### src/rtl/rv_pipe_pkg.sv
// Shared types and constants for the RISC-V pipeline stages.
// Used by instruction_fetch_stage and pc_next_sel.
package rv_pipe_pkg;

  localparam int XLEN = 64;
  localparam int ILEN = 32;

  // addi x0,x0,0
  localparam logic [ILEN-1:0] NOP_INST = 32'h0000_0013;
  localparam logic [XLEN-1:0] PC_STEP  = 64'd4;

  typedef enum logic [1:0] {
    IDLE = 2'd0,
    BUSY = 2'd1,
    DROP = 2'd2,
    HOLD = 2'd3
  } fetch_state_t;

  typedef enum logic [1:0] {
    PC_SEL_HOLD   = 2'd0,
    PC_SEL_INC    = 2'd1,
    PC_SEL_REDIR  = 2'd2,
    PC_SEL_TARGET = 2'd3
  } pc_sel_t;

endpackage

### src/rtl/instruction_fetch_stage_pc_next_sel.sv
// Next-PC multiplexer and redirect alignment check for the fetch stage.
// IF_MISALIGN_TRAP_EN keeps the raw redirect target and flags misalignment.
module pc_next_sel
  import rv_pipe_pkg::*;
(
  input  pc_sel_t         sel,
  input  logic [XLEN-1:0] pc,
  input  logic [XLEN-1:0] redirect_pc,
  input  logic [XLEN-1:0] target,
`ifdef IF_MISALIGN_TRAP_EN
  output logic            misaligned,
`endif
  output logic [XLEN-1:0] redirect_eff,
  output logic [XLEN-1:0] pc_next
);

  // Redirect target conditioning
  always_comb begin
`ifdef IF_MISALIGN_TRAP_EN
    redirect_eff = redirect_pc;
    misaligned   = (redirect_pc[1:0] != 2'b00);
`else
    redirect_eff = redirect_pc & ~64'h0000_0000_0000_0003;
`endif
  end

  // Next-PC selection; +4 wraps modulo 2^64
  always_comb begin
    pc_next = pc;
    case (sel)
      PC_SEL_HOLD:   pc_next = pc;
      PC_SEL_INC:    pc_next = pc + PC_STEP;
      PC_SEL_REDIR:  pc_next = redirect_eff;
      PC_SEL_TARGET: pc_next = target;
      default:       pc_next = pc;
    endcase
  end

endmodule

### src/rtl/instruction_fetch_stage.sv
// Fetch stage: owns the PC, runs the imem req/ack handshake, handles stall/redirect.
// Optional misaligned-redirect trap enabled by defining IF_MISALIGN_TRAP_EN.
module instruction_fetch_stage
  import rv_pipe_pkg::*;
#(
  parameter logic [XLEN-1:0] RESET_PC = 64'h0,
  parameter logic [ILEN-1:0] NOP_INST = rv_pipe_pkg::NOP_INST
) (
  input  logic            clk,
  input  logic            reset,
  input  logic            stall,
  input  logic            redirect_valid,
  input  logic [XLEN-1:0] redirect_pc,
  output logic            imem_req,
  output logic [XLEN-1:0] imem_addr,
  input  logic            imem_ack,
  input  logic [ILEN-1:0] imem_rdata,
  output logic [ILEN-1:0] instruction,
  output logic [XLEN-1:0] PC_out,
`ifdef IF_MISALIGN_TRAP_EN
  output logic            fetch_misalign,
`endif
  output logic            fetch_valid
);

  fetch_state_t    state_r;
  fetch_state_t    state_n_s;
  pc_sel_t         pc_sel_s;
  logic [XLEN-1:0] pc_r;
  logic [XLEN-1:0] pc_next_s;
  logic [XLEN-1:0] target_r;
  logic [XLEN-1:0] redirect_eff_s;
  logic [ILEN-1:0] hold_data_r;
  logic [ILEN-1:0] deliver_data_s;
  logic            deliver_s;
  logic            park_s;
  logic            latch_s;
  logic            req_s;
  logic            trap_block_s;
  logic [ILEN-1:0] instruction_r;
  logic [XLEN-1:0] pc_out_r;
  logic            fetch_valid_r;

`ifdef IF_MISALIGN_TRAP_EN
  logic            misaligned_s;
  logic            misalign_r;

  assign trap_block_s   = misalign_r;
  assign fetch_misalign = misalign_r;
`else
  assign trap_block_s   = 1'b0;
`endif

  pc_next_sel u_pc_next_sel (
    .sel          (pc_sel_s),
    .pc           (pc_r),
    .redirect_pc  (redirect_pc),
    .target       (target_r),
`ifdef IF_MISALIGN_TRAP_EN
    .misaligned   (misaligned_s),
`endif
    .redirect_eff (redirect_eff_s),
    .pc_next      (pc_next_s)
  );

  // A trapped misaligned redirect parks the stage in IDLE with no request
  assign req_s = ((state_r == IDLE) && !stall && !redirect_valid && !trap_block_s)
               || (state_r == BUSY) || (state_r == DROP);

  assign imem_req    = req_s;
  assign imem_addr   = pc_r;
  assign instruction = instruction_r;
  assign PC_out      = pc_out_r;
  assign fetch_valid = fetch_valid_r;

  // Next-state and datapath control decode
  always_comb begin
    state_n_s      = state_r;
    pc_sel_s       = PC_SEL_HOLD;
    deliver_s      = 1'b0;
    deliver_data_s = imem_rdata;
    park_s         = 1'b0;
    latch_s        = 1'b0;
    case (state_r)
      IDLE: begin
        if (redirect_valid) begin
          pc_sel_s = PC_SEL_REDIR;
        end else if (req_s && imem_ack) begin
          deliver_s = 1'b1;
          pc_sel_s  = PC_SEL_INC;
        end else if (req_s) begin
          state_n_s = BUSY;
        end else begin
          state_n_s = IDLE;
        end
      end
      BUSY: begin
        if (imem_ack) begin
          if (redirect_valid) begin
            pc_sel_s  = PC_SEL_REDIR;
            state_n_s = IDLE;
          end else if (stall) begin
            park_s    = 1'b1;
            state_n_s = HOLD;
          end else begin
            deliver_s = 1'b1;
            pc_sel_s  = PC_SEL_INC;
            state_n_s = IDLE;
          end
        end else if (redirect_valid) begin
          latch_s   = 1'b1;
          state_n_s = DROP;
        end else begin
          state_n_s = BUSY;
        end
      end
      DROP: begin
        // A redirect coinciding with the ack wins over the latched target
        if (imem_ack) begin
          pc_sel_s  = redirect_valid ? PC_SEL_REDIR : PC_SEL_TARGET;
          state_n_s = IDLE;
        end else if (redirect_valid) begin
          latch_s   = 1'b1;
          state_n_s = DROP;
        end else begin
          state_n_s = DROP;
        end
      end
      HOLD: begin
        if (redirect_valid) begin
          pc_sel_s  = PC_SEL_REDIR;
          state_n_s = IDLE;
        end else if (!stall) begin
          deliver_s      = 1'b1;
          deliver_data_s = hold_data_r;
          pc_sel_s       = PC_SEL_INC;
          state_n_s      = IDLE;
        end else begin
          state_n_s = HOLD;
        end
      end
      default: begin
        state_n_s = IDLE;
      end
    endcase
  end

  // State, PC, latched redirect target and parked word
  always_ff @(posedge clk or negedge reset) begin
    if (!reset) begin
      state_r     <= IDLE;
      pc_r        <= RESET_PC;
      target_r    <= RESET_PC;
      hold_data_r <= NOP_INST;
    end else begin
      state_r <= state_n_s;
      pc_r    <= pc_next_s;
      if (latch_s) begin
        target_r <= redirect_eff_s;
      end else begin
        target_r <= target_r;
      end
      if (park_s) begin
        hold_data_r <= imem_rdata;
      end else begin
        hold_data_r <= hold_data_r;
      end
    end
  end

  // Registered outputs to IF/ID; a flush overrides a stall
  always_ff @(posedge clk or negedge reset) begin
    if (!reset) begin
      instruction_r <= NOP_INST;
      pc_out_r      <= 64'h0;
      fetch_valid_r <= 1'b0;
    end else if (redirect_valid) begin
      instruction_r <= NOP_INST;
      fetch_valid_r <= 1'b0;
`ifdef IF_MISALIGN_TRAP_EN
      if (misaligned_s) begin
        pc_out_r <= redirect_eff_s;
      end else begin
        pc_out_r <= pc_out_r;
      end
`else
      pc_out_r      <= pc_out_r;
`endif
    end else if (stall) begin
      instruction_r <= instruction_r;
      pc_out_r      <= pc_out_r;
      fetch_valid_r <= fetch_valid_r;
    end else if (deliver_s) begin
      instruction_r <= deliver_data_s;
      pc_out_r      <= pc_r;
      fetch_valid_r <= 1'b1;
    end else begin
      instruction_r <= NOP_INST;
      pc_out_r      <= pc_out_r;
      fetch_valid_r <= 1'b0;
    end
  end

`ifdef IF_MISALIGN_TRAP_EN
  // Misalignment flag tracks the most recent redirect
  always_ff @(posedge clk or negedge reset) begin
    if (!reset) begin
      misalign_r <= 1'b0;
    end else if (redirect_valid) begin
      misalign_r <= misaligned_s;
    end else begin
      misalign_r <= misalign_r;
    end
  end
`endif

endmodule

### config.mk
export PLATFORM = sky130hd
export DESIGN_NAME = instruction_fetch_stage
export DESIGN_NICKNAME = d
export VERILOG_FILES = /design/src/rtl/rv_pipe_pkg.sv /design/src/rtl/instruction_fetch_stage_pc_next_sel.sv /design/src/rtl/instruction_fetch_stage.sv
export SDC_FILE = /design/constraint.sdc
export NUM_CORES = 1
export LEC_CHECK = 0
export ABC_AREA = 1
export BUFFER_PORTS_ARGS = -buffer_cell sky130_fd_sc_hd__buf_2
export CELL_PAD_IN_SITES_DETAIL_PLACEMENT = 1
export CELL_PAD_IN_SITES_GLOBAL_PLACEMENT = 2
export CORE_ASPECT_RATIO = 2
export CORE_MARGIN = 8
export CORE_UTILIZATION = 35
export CTS_CLUSTER_SIZE = 12
export DETAILED_ROUTE_END_ITERATION = 6
export MAX_ROUTING_LAYER = met4
export PLACE_DENSITY_LB_ADDON = 0.3
export SLEW_MARGIN = 20
export SYNTH_ARGS = -nofsm -noshare
export SYNTH_HDL_FRONTEND = slang
export SYNTH_HIERARCHICAL = 1
export SYNTH_SLANG_ARGS = --single-unit
### constraint.sdc
create_clock -name clk -period 3.9 [get_ports clk]
set_clock_uncertainty 0.2 [all_clocks]
set_input_delay 0.78 -clock clk [delete_from_list [all_inputs] [get_ports clk]]
set_output_delay 0.78 -clock clk [all_outputs]
set_load 0.005 [all_outputs]
==> results.md <==
- Status: finished clean
- Worst r2r path cells: 13
- Worst Tran Pin Value: ~0.95 ns
- Worst setup SP type: flip-flop
- Drc violations: 0
- Crit Path Category: reg -> reg
- Port Buffers: 260
- Largest net degree at the start of global routing: between 90 and 100
- Max_cap viols: 0
- Antenna violations before repair: 4
- Num ports: around 260
- Register area: about 6500 sq um
- CTS Root Cell: clkbuf_16
- GPL Wtd Cong: between 0.8 and 0.9
- Area delta synth->final: 15.9%
- Crit path capture type: flip-flop
- Drt pass-1 iters: 6
- Layout cells sized above 1: 22.4%
- TritonCTS clock tree: built
- Most used cell, CP: inv_1
- Routed wire length: about 48 mm
- Crit-path max cell delay: approximately 0.62 ns
- Avg Cell Area, Syn: 8.00 sq um
- Dpl hpwl: 35.5 mm
- IR drop worst, VDD: about 0.00037 V
- Reg2reg start: state_r[1]
- Pwr dens: 728 nW/um^2
- Synth Flop Type: dfrtp_1
- Setup crit start: state_r[1]
- Multi-input gate area: between 5000 and 6000 sq um
- Wire per inst: 19.6 um
- Skew-Pair Late Insertion Delay: approximately 0.56 ns
- GRT overflow: 0
- Final Hold Viols: 0
- R2r setup slk: between 0.6 and 0.7 ns
- Vias/cell: just under 5
- Async SR Flop Fraction: 100%
- RSZ-0062 raised after global routing: no
- H-Tree Depth: 1
- Yosys reg bits: around 260
- Endpoints failing setup: 0
- Number of CTS-inserted buffers: 26
- Final instance area: about 16000 sq um
- Post_cts resized: 0
- Worst path depth: 13
- Width of the die: ~160 um
- First-pass GRT wire length: around 75 mm
- Leak pwr: around 8.1 nW
- Tcrit/Tclk final: between 80% and 90%
- R2R Path End: imem_addr[22]
- Clk buf depth: 3
- Core area: between 30000 and 40000 sq um
- Crit path buf inv count: 6
- Detail Route Antenna Nets: 0
- # fillers: slightly below 5000
- Crit-path slowest cell: o221ai_1
- Die ar.: around 46000 sq um
- Hold_buf cts: 0
- Vias: ~12000
- Post-route setup TNS: 0 ns
- Top Family by Delay on Critical Path: buffers and inverters
- Number of enable flip-flop cells after synthesis: 0
- Nets: approximately 2000
- Post-Syn Area: ~14000 sq um
- Starting Density: between 30% and 40%
- Crit path DAT: 3.50 ns
- CTS sink count: around 260
- Fin crit period: between 3 and 4 ns
- Mapped Cells: roughly 1700
- Std cell rows: about 100
- Worst hold path type: in -> async
- # Post-CTS Setup Buffers: 0
- Seq/Total Area, Yosys: between 40 and 50%
- Worst path required time: 4.19 ns
- Tot GR Track Use: about a fifth
- Clock slew at reported path FFs: 0.07 ns
- Cell area after placement: approximately 15000 sq um
- Critical path fanouts, max: 44
- Slew Viols, Final: 0
- Die height: just under 300 um
- Netlist cell types: 38
- Max-slew headroom: 36.4%
- Synth warnings: 6
- Vias in the first global route: 12800
- DR iter-0 viols: about 550
- Fmax achieved: ~0.31 GHz
- Cells along the critical path: inv_1 -> ha_1 -> nand2_1 -> inv_1 -> nor2_1 -> o221ai_1 -> nand2_1 -> inv_2 -> buf_12 -> buf_4 -> a22o_1 -> inv_1 -> nand3_1
-- flip-flops by register name, summed over array words and instances (netlist names) --
signal,cells
PC_out,64
hold_data_r,32
fetch_valid,1
instruction,32
target_r,64
state_r,2
imem_addr,64
-- layout by cell type, fill, tap and decap left out, types with 3 or more instances in the layout --
| cell type | count |
|---|---|
| clkbuf_1 | 10 |
| nor2_1 | 114 |
| dfrtp_1 | 253 |
| nor2_2 | 7 |
| o211ai_1 | 8 |
| clkbuf_8 | 5 |
| buf_4 | 18 |
| or2_2 | 12 |
| nand2_1 | 572 |
| dfstp_2 | 6 |
| buf_12 | 6 |
| nor3_1 | 4 |
| nand2_2 | 9 |
| inv_2 | 3 |
| clkbuf_16 | 27 |
| nand3b_1 | 10 |
| buf_2 | 259 |
| o21ai_0 | 75 |
| inv_1 | 130 |
| nand3_1 | 196 |
| a21oi_1 | 10 |
| nor2_4 | 4 |
| o21bai_1 | 13 |
| mux2_2 | 64 |
| ha_1 | 6 |
| diode_2 | 3 |
| o2111ai_1 | 3 |
| a22o_1 | 37 |
| nand4_1 | 32 |
-- cell families (layout without fill, tap and decap cells) --
kind of cell             Yosys count  after routing  synth area share [%]
XOR/XNOR                           1              1                0.0636
AO/OA/AOI/OAI                    152            152                  7.09
adder cells (fa/ha/maj)            7              7                 0.635
multiplexers                      64             64                  5.23
flip-flops                       259            259                  47.1
other                              1              5                0.0272
buffers and inverters            273            461                  9.97
AND/OR/NAND/NOR                  966            966                  29.9
-- per-stage QoR --
step	worst slack, ns	std cells	hold WS (ns)	util, %	power [mW]
global route	0.406	2440	0.0945	40.8	12.5
global placement	0.542	2394	0.248	38.7	9.14
CTS	0.666	2437	0.0964	40.7	11.8
floorplan	1.41	1724	0.251	-	7.27
finish	0.694	2440	0.0458	40.8	11.6
detailed placement	0.526	2394	0.253	38.7	9.32
-- how the worst max path moves through the flow --
stage	end	slack (ns)
after floorplan	imem_addr[30]	1.41
after global placement	imem_addr[58]	0.54
after detailed placement	imem_addr[22]	0.53
after CTS	imem_addr[22]	0.67
after global routing	imem_addr[58]	0.41
final	imem_addr[22]	0.69
-- where the power goes --
part / internal, mW / switching, mW
Combinational: 1.73 / 2.28
Clock: 1.36 / 1.07
Sequential: 3.88 / 1.30
Total: 6.97 / 4.65
-- cell type report --
| cell class | instances | share of cell area [%] |
|---|---|---|
| antenna | 3 | 0.0470 |
| clock buffer | 42 | 4.90 |
| clock inverter | 1 | 0.0313 |
| inverter | 134 | 3.15 |
| multi-input combinational | 1192 | 37.3 |
| sequential | 259 | 40.6 |
| tap | 525 | 4.11 |
| timing repair buffer | 284 | 9.81 |
-- synthesized netlist by cell type (2+ instances only) --
| cell type | instances | area (sq um) |
|---|---|---|
| o2111ai_1 | 3 | 26.3 |
| a22o_1 | 37 | 324 |
| buf_6 | 8 | 90.1 |
| buf_2 | 27 | 135 |
| nand3b_1 | 10 | 75.1 |
| o21ai_0 | 75 | 375 |
| nor3_1 | 4 | 20.0 |
| o21ai_1 | 2 | 10.0 |
| o21bai_1 | 13 | 97.6 |
| nand2_2 | 9 | 56.3 |
| dfrtp_1 | 253 | 6330 |
| nand2_1 | 573 | 2150 |
| mux2_2 | 64 | 721 |
| nor2_1 | 116 | 435 |
| inv_1 | 130 | 488 |
| dfstp_2 | 6 | 158 |
| o211ai_1 | 8 | 60.1 |
| buf_4 | 68 | 510 |
| buf_1 | 7 | 26.3 |
| nor3_2 | 2 | 20.0 |
| a21oi_1 | 10 | 50.1 |
| nor2_2 | 7 | 43.8 |
| or2_2 | 12 | 75.1 |
| inv_2 | 3 | 11.3 |
| nand3_1 | 197 | 986 |
| ha_1 | 7 | 87.6 |
| nor2_4 | 2 | 22.5 |
| clkbuf_1 | 29 | 109 |
| nand4_1 | 32 | 200 |
-- layer usage --
| metal | vias to the layer above | global-route usage, % | part of all wire [%] | wire [um] |
|---|---|---|---|---|
| met1 | 5802 | 27.0 | 45 | 21400 |
| met3 | 45 | 3.00 | 4.6 | 2200 |
| met5 | - | - | 0 | 0 |
| met2 | 259 | 35.1 | 49 | 23400 |
| met4 | 0 | 5.09 | 1.9 | 892 |
| li1 | 5885 | - | - | - |
(Power assumes the default switching activity.)
